$ cat src/rtl/mem_port_arbiter.sv
// Shares one single-port memory between instruction fetch and data access.
// Grants one requester at a time and drives the memory handshake.
module mem_port_arbiter #(
    parameter int ADDR_W       = 32,
    parameter int DATA_W       = 32,
    parameter int MAX_D_STREAK = 4,
    parameter int CNT_W        = 16
) (
    input  logic                clk,
    input  logic                reset,
    input  logic                i_req,
    input  logic [ADDR_W-1:0]   i_addr,
    input  logic                i_flush,
    output logic [DATA_W-1:0]   i_rdata,
    output logic                i_ack,
    output logic                i_stall,
    input  logic                d_req,
    input  logic                d_we,
    input  logic [DATA_W/8-1:0] d_be,
    input  logic [ADDR_W-1:0]   d_addr,
    input  logic [DATA_W-1:0]   d_wdata,
    output logic [DATA_W-1:0]   d_rdata,
    output logic                d_ack,
    output logic                d_stall,
    output logic                mem_req,
    output logic                mem_we,
    output logic [DATA_W/8-1:0] mem_be,
    output logic [ADDR_W-1:0]   mem_addr,
    output logic [DATA_W-1:0]   mem_wdata,
    input  logic [DATA_W-1:0]   mem_rdata,
    input  logic                mem_ready,
    output logic [CNT_W-1:0]    conflict_cnt
);

    localparam int BE_W = DATA_W / 8;
    localparam int SW   = $clog2(MAX_D_STREAK + 1);
    localparam logic [SW-1:0] STREAK_MAX = SW'(MAX_D_STREAK);

    typedef enum logic [2:0] {
        IDLE, BUSY_I, BUSY_D, RESP_I, RESP_D
    } state_t;

    state_t            state, next;
    logic              grant_i, grant_d;
    logic [SW-1:0]     streak;
    logic              cancel;
    logic              lat_we;
    logic [BE_W-1:0]   lat_be;
    logic [ADDR_W-1:0] lat_addr;
    logic [DATA_W-1:0] lat_wdata;

    always_comb begin
        next    = state;
        grant_i = 1'b0;
        grant_d = 1'b0;
        unique case (state)
            IDLE: begin
                // Data wins ties until it has starved fetch for MAX_D_STREAK grants
                if (d_req && (!i_req || streak != STREAK_MAX)) begin
                    grant_d = 1'b1;
                    next    = BUSY_D;
                end else if (i_req) begin
                    grant_i = 1'b1;
                    next    = BUSY_I;
                end
            end
            BUSY_I: if (mem_ready) next = RESP_I;
            BUSY_D: if (mem_ready) next = RESP_D;
            RESP_I: next = IDLE;
            RESP_D: next = IDLE;
            default: next = IDLE;
        endcase
    end

    always_ff @(posedge clk or posedge reset) begin
        if (reset) state <= IDLE;
        else       state <= next;
    end

    always_ff @(posedge clk or posedge reset) begin
        if (reset) begin
            streak    <= '0;
            lat_we    <= 1'b0;
            lat_be    <= '0;
            lat_addr  <= '0;
            lat_wdata <= '0;
        end else if (grant_d) begin
            if (streak != STREAK_MAX) streak <= streak + 1'b1;
            lat_we    <= d_we;
            lat_be    <= d_be;
            lat_addr  <= d_addr;
            lat_wdata <= d_wdata;
        end else if (grant_i) begin
            streak    <= '0;
            lat_we    <= 1'b0;
            lat_be    <= '1;
            lat_addr  <= i_addr;
            lat_wdata <= '0;
        end
    end

    always_ff @(posedge clk or posedge reset) begin
        if (reset) begin
            cancel  <= 1'b0;
            i_rdata <= '0;
            d_rdata <= '0;
        end else begin
            if (state == BUSY_I && i_flush) cancel <= 1'b1;
            else if (state == RESP_I)       cancel <= 1'b0;
            if (state == BUSY_I && mem_ready && !cancel && !i_flush)
                i_rdata <= mem_rdata;
            if (state == BUSY_D && mem_ready && !lat_we)
                d_rdata <= mem_rdata;
        end
    end

    always_ff @(posedge clk or posedge reset) begin
        if (reset)
            conflict_cnt <= '0;
        else if (state == IDLE && i_req && d_req && conflict_cnt != '1)
            conflict_cnt <= conflict_cnt + 1'b1;
    end

    assign mem_req   = (state == BUSY_I) || (state == BUSY_D);
    assign mem_we    = mem_req & lat_we;
    assign mem_be    = lat_be;
    assign mem_addr  = lat_addr;
    assign mem_wdata = lat_wdata;

    assign i_ack   = (state == RESP_I) && !cancel && !i_flush;
    assign d_ack   = (state == RESP_D);
    assign i_stall = i_req & ~i_ack;
    assign d_stall = d_req & ~d_ack;

endmodule

$ cat config.mk
export PLATFORM = sky130hd
export DESIGN_NAME = mem_port_arbiter
export DESIGN_NICKNAME = d
export VERILOG_FILES = /design/src/rtl/mem_port_arbiter.sv
export SDC_FILE = /design/constraint.sdc
export NUM_CORES = 1
export LEC_CHECK = 0
export ABC_AREA = 1
export BUFFER_PORTS_ARGS = -buffer_cell sky130_fd_sc_hd__buf_2
export CAP_MARGIN = 20
export CELL_PAD_IN_SITES_DETAIL_PLACEMENT = 0
export CELL_PAD_IN_SITES_GLOBAL_PLACEMENT = 1
export CORE_MARGIN = 2
export CORE_UTILIZATION = 34
export DETAILED_ROUTE_END_ITERATION = 12
export PLACE_DENSITY = 0.81
export SETUP_SLACK_MARGIN = 0.1
export SYNTH_ARGS = -nofsm -noshare
export SYNTH_HDL_FRONTEND = slang
export SYNTH_SLANG_ARGS = --single-unit
$ cat constraint.sdc
create_clock -name clk -period 5.5 [get_ports clk]
set_clock_uncertainty 0.15 [all_clocks]
set_input_delay 0 -clock clk [delete_from_list [all_inputs] [get_ports clk]]
set_output_delay 0 -clock clk [all_outputs]
set_load 0.1 [all_outputs]
# Yosys cells after proc, flatten, opt, wreduce, memory -nomap -nowiden
# Index checks and enable logic that the tools add are counted.
op_classes:
  addsub: 2
  n_eq_ne: 10
  n_mux: 23
  n_bitwise: 5
  reduce_logical: 23
op_table:
  columns: ["operator", "count"]
  rows:
  - ["$mux W32", 4]
  - ["$mux W3", 7]
  - ["$add A16 B1 Y16 const B", 1]
  - ["$ne A16 B16 Y1 const B", 1]
  - ["$logic_and A1 B1 Y1", 12]
  - ["$mux W1", 9]
  - ["$pmux W3 S3", 1]
  - ["$mux W4", 2]
  - ["$eq A3 B2 Y1 const B", 2]
  - ["$ne A3 B3 Y1 const B", 2]
  - ["$logic_not A1 Y1", 4]
  - ["$ne A2 B2 Y1 const B", 2]
  - ["$reduce_bool A2 Y1", 2]
  - ["$add A3 B1 Y3 const B", 1]
  - ["$and A1 B1 Y1", 3]
  - ["$eq A3 B1 Y1 const B", 1]
  - ["$eq A3 B3 Y1 const B", 1]
  - ["$logic_not A3 Y1", 1]
  - ["$reduce_and A3 Y1", 1]
  - ["$logic_or A1 B1 Y1", 2]
  - ["$ne A2 B1 Y1 const B", 1]
  - ["$not A1 Y1", 2]
  - ["$reduce_and A2 Y1", 1]
word_totals:
  reg_bits: 156
  output_inout_bits: 154
  wordCells: 73

# Logic depth before layout (Yosys ltp)
# Gate-level depths: netlist (run 1).
depth:
  word_depth: 7
  ltp_mapped: 9
  mapped_depth_nobuf: 9

# Least setup slack after synthesis (run 1)
# OpenSTA, ideal clock, no wires.
synth_timing:
  path_type: "register to output"
  start: "register state[2]"
  end: "output port d_stall"
  arrival_time_ns: 3.871
  slack_ns: 1.479
  path_stages_with_launch: 4
  n_path_buf: 0
  cell_sequence: "dfrtp_1 inv_1 nor3_1 nor2_1"
synth_via:
  elab_chain_len: 3
synth_rtl:
  columns: ["item", "line", "text"]
  rows:
  - ["start: declaration", "43", "state_t state, next;"]
  - ["start signal: assignment", "77", "else state <= next;"]
  - ["$eq A3 B3 Y1", "131", "assign d_ack = (state == RESP_D);"]
  - ["named net d_ack", "23", "output logic d_ack,"]
  - ["$not A1 Y1", "133", "assign d_stall = d_req & ~d_ack;"]
  - ["$and A1 B1 Y1", "133", null]
  - ["end: declaration", "24", "output logic d_stall,"]
# The timed path passes the listed nets, and every way through them passes these cells.

# Worst setup path after layout (run 1)
layout_timing:
  start: "register streak[0]"
  end: "register lat_addr[0], in the netlist mem_addr[0]"
layout_via:
  elab_chain_len: 6
  word_cells_on_any_way: 9
layout_rtl:
  columns: ["item", "line", "text"]
  rows:
  - ["start: declaration", "45", "logic [SW-1:0] streak;"]
  - ["start signal: assignment", "88", "if (streak != STREAK_MAX) streak <= streak + 1'b1;"]
  - ["$ne A3 B3 Y1 (*)", "59", "if (d_req && (!i_req || streak != STREAK_MAX)) begin"]
  - ["$logic_or A1 B1 Y1 (*)", "59", null]
  - ["$logic_and A1 B1 Y1 (*)", "59", null]
  - ["$mux W1", "59", null]
  - ["$mux W1", "56", "unique case (state)"]
  - ["$mux W32 or $reduce_bool A2 Y1 (tied branches)", null, null]
  - ["end signal: assignment", "91", "lat_addr <= d_addr;"]
  - ["end signal: assignment", "97", "lat_addr <= i_addr;"]
  - ["end: declaration", "49", "logic [ADDR_W-1:0] lat_addr;"]
# Every way passes the cells marked *; elsewhere a longest branch is shown, timed or not.
# A chain may end at the register's enable or synchronous reset.

==> results of run 1 <==
worst paths after layout:
path | start | end | slack (ns) | depth (start not counted)
worst max-delay path | streak[0] | mem_addr[0] | 2.70 | 9
worst min-delay path | d_wdata[4] | mem_wdata[4] | 0.17 | 4
worst max register to register | streak[0] | mem_addr[0] | 2.70 | 9
worst min register to register | mem_wdata[20] | mem_wdata[20] | 0.32 | 2
max in group asynchronous | reset | mem_be[1] | 3.67 | 4
min in group asynchronous | reset | mem_wdata[23] | 0.20 | 3
cells by family after synthesis:
| kind of cell | count (synthesis) | share of synthesized area, % |
|---|---|---|
| AOI/OAI and AO/OA | 82 | 7.39 |
| xor gates and xnor gates | 8 | 1.02 |
| adders and majority gates | 3 | 0.549 |
| buffers and inverters | 106 | 7.80 |
| DFF | 156 | 57.1 |
| and+or+nand+nor | 427 | 26.1 |
state kept, by name, indices dropped and copies added, names as in the netlist:
| signal | cells |
|---|---|
| cancel | 1 |
| conflict_cnt | 16 |
| d_rdata | 32 |
| i_rdata | 32 |
| lat_we | 1 |
| mem_addr | 32 |
| mem_be | 4 |
| mem_wdata | 32 |
| state | 3 |
| streak | 3 |
through the flow:
stage,area [um2],utilization [%],hold WS [ns],setup WS (ns)
after floorplan,6840,-,-0.0334,1.14
after CTS,10500,53.6,0.143,2.69
after global placement,8390,42.8,0.0520,3.21
after detailed placement,8390,42.8,0.0570,3.20
after global routing,10500,53.6,0.162,2.45
final,10500,53.6,0.166,2.70
synthesized netlist by cell type, types with 2 or more instances:
cell type	number
inv_1	65
xor2_1	2
clkbuf_1	4
nor2_1	23
xnor2_1	6
buf_2	13
o21ai_2	19
ha_1	3
o21ai_1	44
inv_2	5
dfrtp_1	156
o21ai_4	2
buf_4	3
nor3_1	2
nor2_4	2
nand4_1	6
nand2_1	310
o21ai_0	15
buf_6	14
nand3_1	77
worst register-to-register path: cells and delay by family, from the launching register on:
kind	cells	cell delay, ns
adders and majority gates	1	0.19
AOI/OAI and AO/OA	1	0.09
and+or+nand+nor	4	0.74
DFF	1	0.34
buffers and inverters	3	1.22
final cells by class:
type	instances	share of cell area, %
well taps	265	3.16
clock buffers	17	4.05
multi-input cells	520	22.9
flip-flops and latches	156	37.2
clock inverters	15	1.32
repair buffers	448	28.7
inverters	72	2.65
diodes	2	0.0477
routing by layer:
metal | track usage (%) | vias to the layer above | share of wire, %
li1 | - | 3332 | -
met1 | 24.8 | 3127 | 41
met2 | 34.2 | 255 | 49
met3 | 5.08 | 40 | 7.1
met4 | 7.21 | 0 | 2.2
met5 | 0 | - | 0
repair_timing:
action	in CTS	in global routing
setup endpoints to repair	0	0
endpoints found under the hold margin	239	0
hold buffers	154	0
==> impl_metrics.tcl, run 1 <==
set metrics [dict create \
    status "finished clean" \
    first_pass_iters 5 \
    maxCapViolCount 0 \
    rsz0062_at_grt "no" \
    place_inst 1307 \
    fin_cells 1495 \
    fill_cells 1817 \
    dr.first_iter.drc_count 349 \
    gp_congestion 0.791 \
    crit_fanout 23 \
    layout_commonest_cell "nand2_1" \
    finalHoldViolCount 0 \
    fin_setup_tns_ns 0 \
    hp-class "in2reg" \
    clockRootBuffer "clkbuf_16" \
    seq_area_frac_synth_pct 57.1 \
    synthTopCellsByArea "dfrtp_1, nand2_1, nand3_1" \
    async_flop_share_pct 100 \
    ff_latch_area_um2 3900 \
    clk-insertion-delay-late_ns 0.42 \
    drive_above_1_share_pct 29.6 \
    yosysTopAreaCellShare_pct 57.1 \
    clk_pin_slew_ns 0.07 \
    crit_buf_inv 3 \
    tritoncts "yes" \
    cts_setup_buffers 0 \
    slowest_delay_ns 0.59 \
    drv_slew 0 \
    worstSetupEndpointType "flop" \
    cts_inserted_buffers 17 \
    start_kind "flop" \
    yosys.area.top_type "dfrtp_1" \
    numPortBuffers 292 \
    multi_input_area_um2 2400 \
    netlist-cell-type-count 31 \
    synthFlopType "dfrtp_1" \
    grt_antenna_before_repair 2 \
    netlist_area_um2 6840 \
    die_w_um 146 \
    fmax_mhz 357 \
    nets 1357 \
    cts-htree-levels 4 \
    syn_avg_cell_area_um2 8.74 \
    cpLargestDelayFamily "buffers and inverters" \
    worstSetupPathType "reg2reg" \
    path_cells "inv_1 -> ha_1 -> nand2_1 -> o21ai_4 -> nor2_4 -> nand2_1 -> dlygate4sd3_1 -> nand3_1 -> dlygate4sd3_1" \
    max-slew-margin-rel_pct 38.5 \
    worst_pin_slew_ns 0.922 \
    wl_per_cell_um 14.3 \
    start_util_pct 34.9 \
    grt_pass1_wl_mm 34.8 \
    grt_pass1_vias 6673 \
    cts.sinks 156 \
    routed_wl_mm 21.4 \
    syn_to_final_growth_pct 53.6 \
    route.detailed.drc 0 \
    grt-ovfl-total 0 \
    ios 293 \
    die_area_um2 21300 \
    cp.arrival_ns 3.00 \
    cts_buffer_depth 2 \
    num_vias 6754 \
    core_um2 19600 \
    synth-edff-count 0 \
    layout_common_cells "nand2_1, buf_2, dfrtp_1, dlygate4sd3_1, nand3_1" \
    setup_violations 0 \
    dp_hpwl_mm 13.9 \
    grt_start_max_net_pins 99 \
    cp.required_ns 5.70 \
    synth_fp_nets 924 \
    ant_nets 0 \
    chipHeight_um 146 \
    yosys_warnings 0 \
    grt_usage_pct 20.1 \
    netlist_instances 782 \
    post_cts_resized 0 \
    cp_slowest_cell "dlygate4sd3_1" \
    num_rows 51 \
    viasPerCell 4.52 \
    fin_crit_sh_pct 51.0 \
    fin_crit_ns 2.80 \
    synth-seq-cells 156 \
]
Power of run 1 is left out: the tool's default activity adds up to more than one toggle a clock period on the data nets, which glitch-free logic cannot reach.
==> run 2, diff against run 1 <==
--- a/config.mk
+++ b/config.mk
@@ -5,13 +5,13 @@
 export SDC_FILE = /design/constraint.sdc
 export NUM_CORES = 1
 export LEC_CHECK = 0
-export ABC_AREA = 1
+export ABC_AREA = 0
 export BUFFER_PORTS_ARGS = -buffer_cell sky130_fd_sc_hd__buf_2
 export CAP_MARGIN = 20
 export CELL_PAD_IN_SITES_DETAIL_PLACEMENT = 0
 export CELL_PAD_IN_SITES_GLOBAL_PLACEMENT = 1
 export CORE_MARGIN = 2
-export CORE_UTILIZATION = 34
+export CORE_UTILIZATION = 36
 export DETAILED_ROUTE_END_ITERATION = 12
 export PLACE_DENSITY = 0.81
 export SETUP_SLACK_MARGIN = 0.1
==> constraint.sdc (replaced) <==
create_clock -name clk -period 2.6 [get_ports clk]
set_clock_uncertainty 0.15 [all_clocks]
set_input_delay 0 -clock clk [delete_from_list [all_inputs] [get_ports clk]]
set_output_delay 0 -clock clk [all_outputs]
set_load 0.1 [all_outputs]
==> run 2 against run 1 <==
  * Final cell count fell by 20%
  * Synthesized cell count fell by 34%
  * Design area fell by 1.4%
  * Die area fell by 9.0%
  * Clock-buffer cell count rose by 1
  * First-iteration DRC count fell by 46%
  * Fmax rose by 22%
  * Sequential share of layout area rose by 0.55 points
  * Flip-flop and latch count did not move
  * Non-clock buffer count fell by 4
  * Hold slack improved by 0.011 ns
  * Wire length fell by 9.8%
==> impl_metrics.tcl, run 2 <==
set metrics [dict create \
    synth-seq-cells 156 \
    route.detailed.drc 0 \
    yosys-top-cells-count "dfrtp_1, mux2_2, nor2_1" \
    grt_usage_pct 20.2 \
    cts-htree-levels 4 \
    ant_nets 0 \
    fin_crit_sh_pct 88.4 \
    nets 1090 \
    num_rows 49 \
    core_um2 18000 \
    finalHoldWorstSlack_ns 0.178 \
    chipHeight_um 139 \
    max-slew-margin-rel_pct 32.4 \
    cp.required_ns 2.73 \
    hp-class "in2reg" \
    netlist_area_um2 6570 \
    fin_setup_tns_ns 0 \
    r2r_start "streak[0]" \
    tritoncts "yes" \
    cts.sinks 156 \
    startpoint "streak[0]" \
    synthTopCellsByArea "dfrtp_1, mux2_2, mux2i_1" \
    drv_slew 0 \
    numPortBuffers 292 \
    crit_fanout 12 \
    wl_per_cell_um 16.2 \
    syn_avg_cell_area_um2 12.7 \
    rsz0062_at_grt "no" \
    clockRootBuffer "clkbuf_16" \
    seq_area_frac_synth_pct 59.4 \
    status "finished clean" \
    cts_inserted_buffers 17 \
    grt_pass1_vias 6141 \
    netlist-cell-type-count 41 \
    gp_congestion 0.762 \
    async_flop_share_pct 100 \
    grt_antenna_before_repair 0 \
    clk-insertion-delay-late_ns 0.42 \
    layout_commonest_cell "buf_2" \
    ff_latch_area_um2 3910 \
    synthFlopType "dfrtp_1" \
    routed_wl_mm 19.3 \
    maxCapViolCount 0 \
    yosysMostFrequentCell "dfrtp_1" \
    fmax_mhz 435 \
    setup_violations 0 \
    drive_above_1_share_pct 43.7 \
    yosysTopAreaCellShare_pct 59.4 \
    reg2reg_slack_ns 0.30 \
    cp.arrival_ns 2.43 \
    die_w_um 139 \
    worstSetupEndpoint "mem_addr[18]" \
    fin_crit_ns 2.30 \
    fill_cells 1463 \
    start_kind "flop" \
    grt_start_max_net_pins 145 \
    worstSetupEndpointType "flop" \
    dp_hpwl_mm 12.1 \
    num_vias 5735 \
    synth-edff-count 0 \
    worst_pin_slew_ns 1.01 \
    yosys.area.top_type "dfrtp_1" \
    multi_input_area_um2 2540 \
    cts_buffer_depth 2 \
    worstSetupPathType "reg2reg" \
    grt-ovfl-total 0 \
    first_pass_iters 6 \
    diodes 0 \
    netlist_instances 517 \
    yosys_warnings 0 \
    layout_common_cells "buf_2, dfrtp_1, dlygate4sd3_1, mux2_2, nor2_1" \
    ios 293 \
    worst_r2r_path_depth 8 \
    finalHoldViolCount 0 \
    syn_to_final_growth_pct 57.6 \
    start_util_pct 36.6 \
    synth_fp_nets 659 \
    viasPerCell 4.82 \
    timing.rr.end "mem_addr[18]" \
    die_area_um2 19400 \
    grt_pass1_wl_mm 31.4 \
    clk_pin_slew_ns 0.06 \
    dr.first_iter.drc_count 190 \
]
run 2: cell count changes after synthesis, sizes merged, moves of 8 or more:
| cell | previous run | this run |
|---|---|---|
| nand2 | 312 | 9 |
| o21ai | 80 | 5 |
| nand3 | 78 | 11 |
| inv | 71 | 5 |
| mux2 | 0 | 65 |
| a21oi | 1 | 35 |
| a22o | 0 | 33 |
| mux2i | 0 | 33 |
| nand2b | 0 | 32 |
| nor2 | 26 | 41 |
| buf | 30 | 22 |
| nor4 | 0 | 8 |
| xor2 | 2 | 10 |
run 2: per-stage QoR:
stage / cells / setup WS (ns) / cell area [um2] / util, %
after floorplan: 517 / 0.142 / 6590 / -
after global placement: 1018 / 0.586 / 8310 / 46.3
after detailed placement: 1018 / 0.550 / 8310 / 46.3
after CTS: 1189 / 0.136 / 10300 / 57.5
after global routing: 1190 / 0.104 / 10400 / 57.6
final: 1190 / 0.301 / 10400 / 57.6
run 2: what timing repair did:
item                                    in CTS  in global routing
hold endpoints to repair                   300                  0
buffers inserted                             0                  1
hold buffers                               139                  0
endpoints found under the setup margin       0                 26
resized for setup                            0                  6
run 2: layout make-up:
class	instances	area share [%]
Tap cell	229	2.77
Timing Repair Buffer	444	28.8
Clock inverter	14	1.72
Inverter	5	0.218
Multi-Input combinational cell	324	24.5
Clock buffer	18	4.24
Sequential cell	156	37.7
run 2: cell families after synthesis:
logic type                 Yosys count  synth area share [%]
and+or+nand+nor                    127                  10.9
muxes                               98                  16.2
adders and majority gates            3                 0.571
AOI/OAI and AO/OA                   80                  8.36
xor gates and xnor gates            16                  2.13
buffers and inverters               37                  2.48
DFF                                156                  59.4
run 2: critical path: stages, from the launching register on:
cell and delay, ns:
dfrtp_1 0.40, inv_1 0.08, ha_1 0.19, nand3_1 0.14
nand2_4 0.15, buf_8 0.18, mux2i_1 0.21, dlygate4sd3_1 0.58
a21oi_1 0.08
run 2: layer usage:
metal | track usage, % | up-vias | wire [um] | share of wire [%]
li1 | - | 2696 | - | -
met1 | 24.1 | 2766 | 7740 | 40
met2 | 34.5 | 226 | 9780 | 51
met3 | 4.73 | 47 | 1060 | 5.5
met4 | 9.62 | 0 | 703 | 3.6
met5 | 0 | - | 0 | 0
run 2: worst min-delay path by stage:
stage	start	to	slack (ns)	cells past startpoint
4_1_cts	d_wdata[8]	mem_wdata[8]	0.15	3
3_5_place_dp	reset	d_rdata[19]	-0.17	2
2_1_floorplan	mem_rdata[24]	d_rdata[24]	-0.02	1
3_3_place_gp	reset	d_rdata[19]	-0.17	2
5_1_grt	d_wdata[17]	mem_wdata[17]	0.18	3
6_report	d_wdata[27]	mem_wdata[27]	0.18	3
Power of run 2 is left out for the same reason.
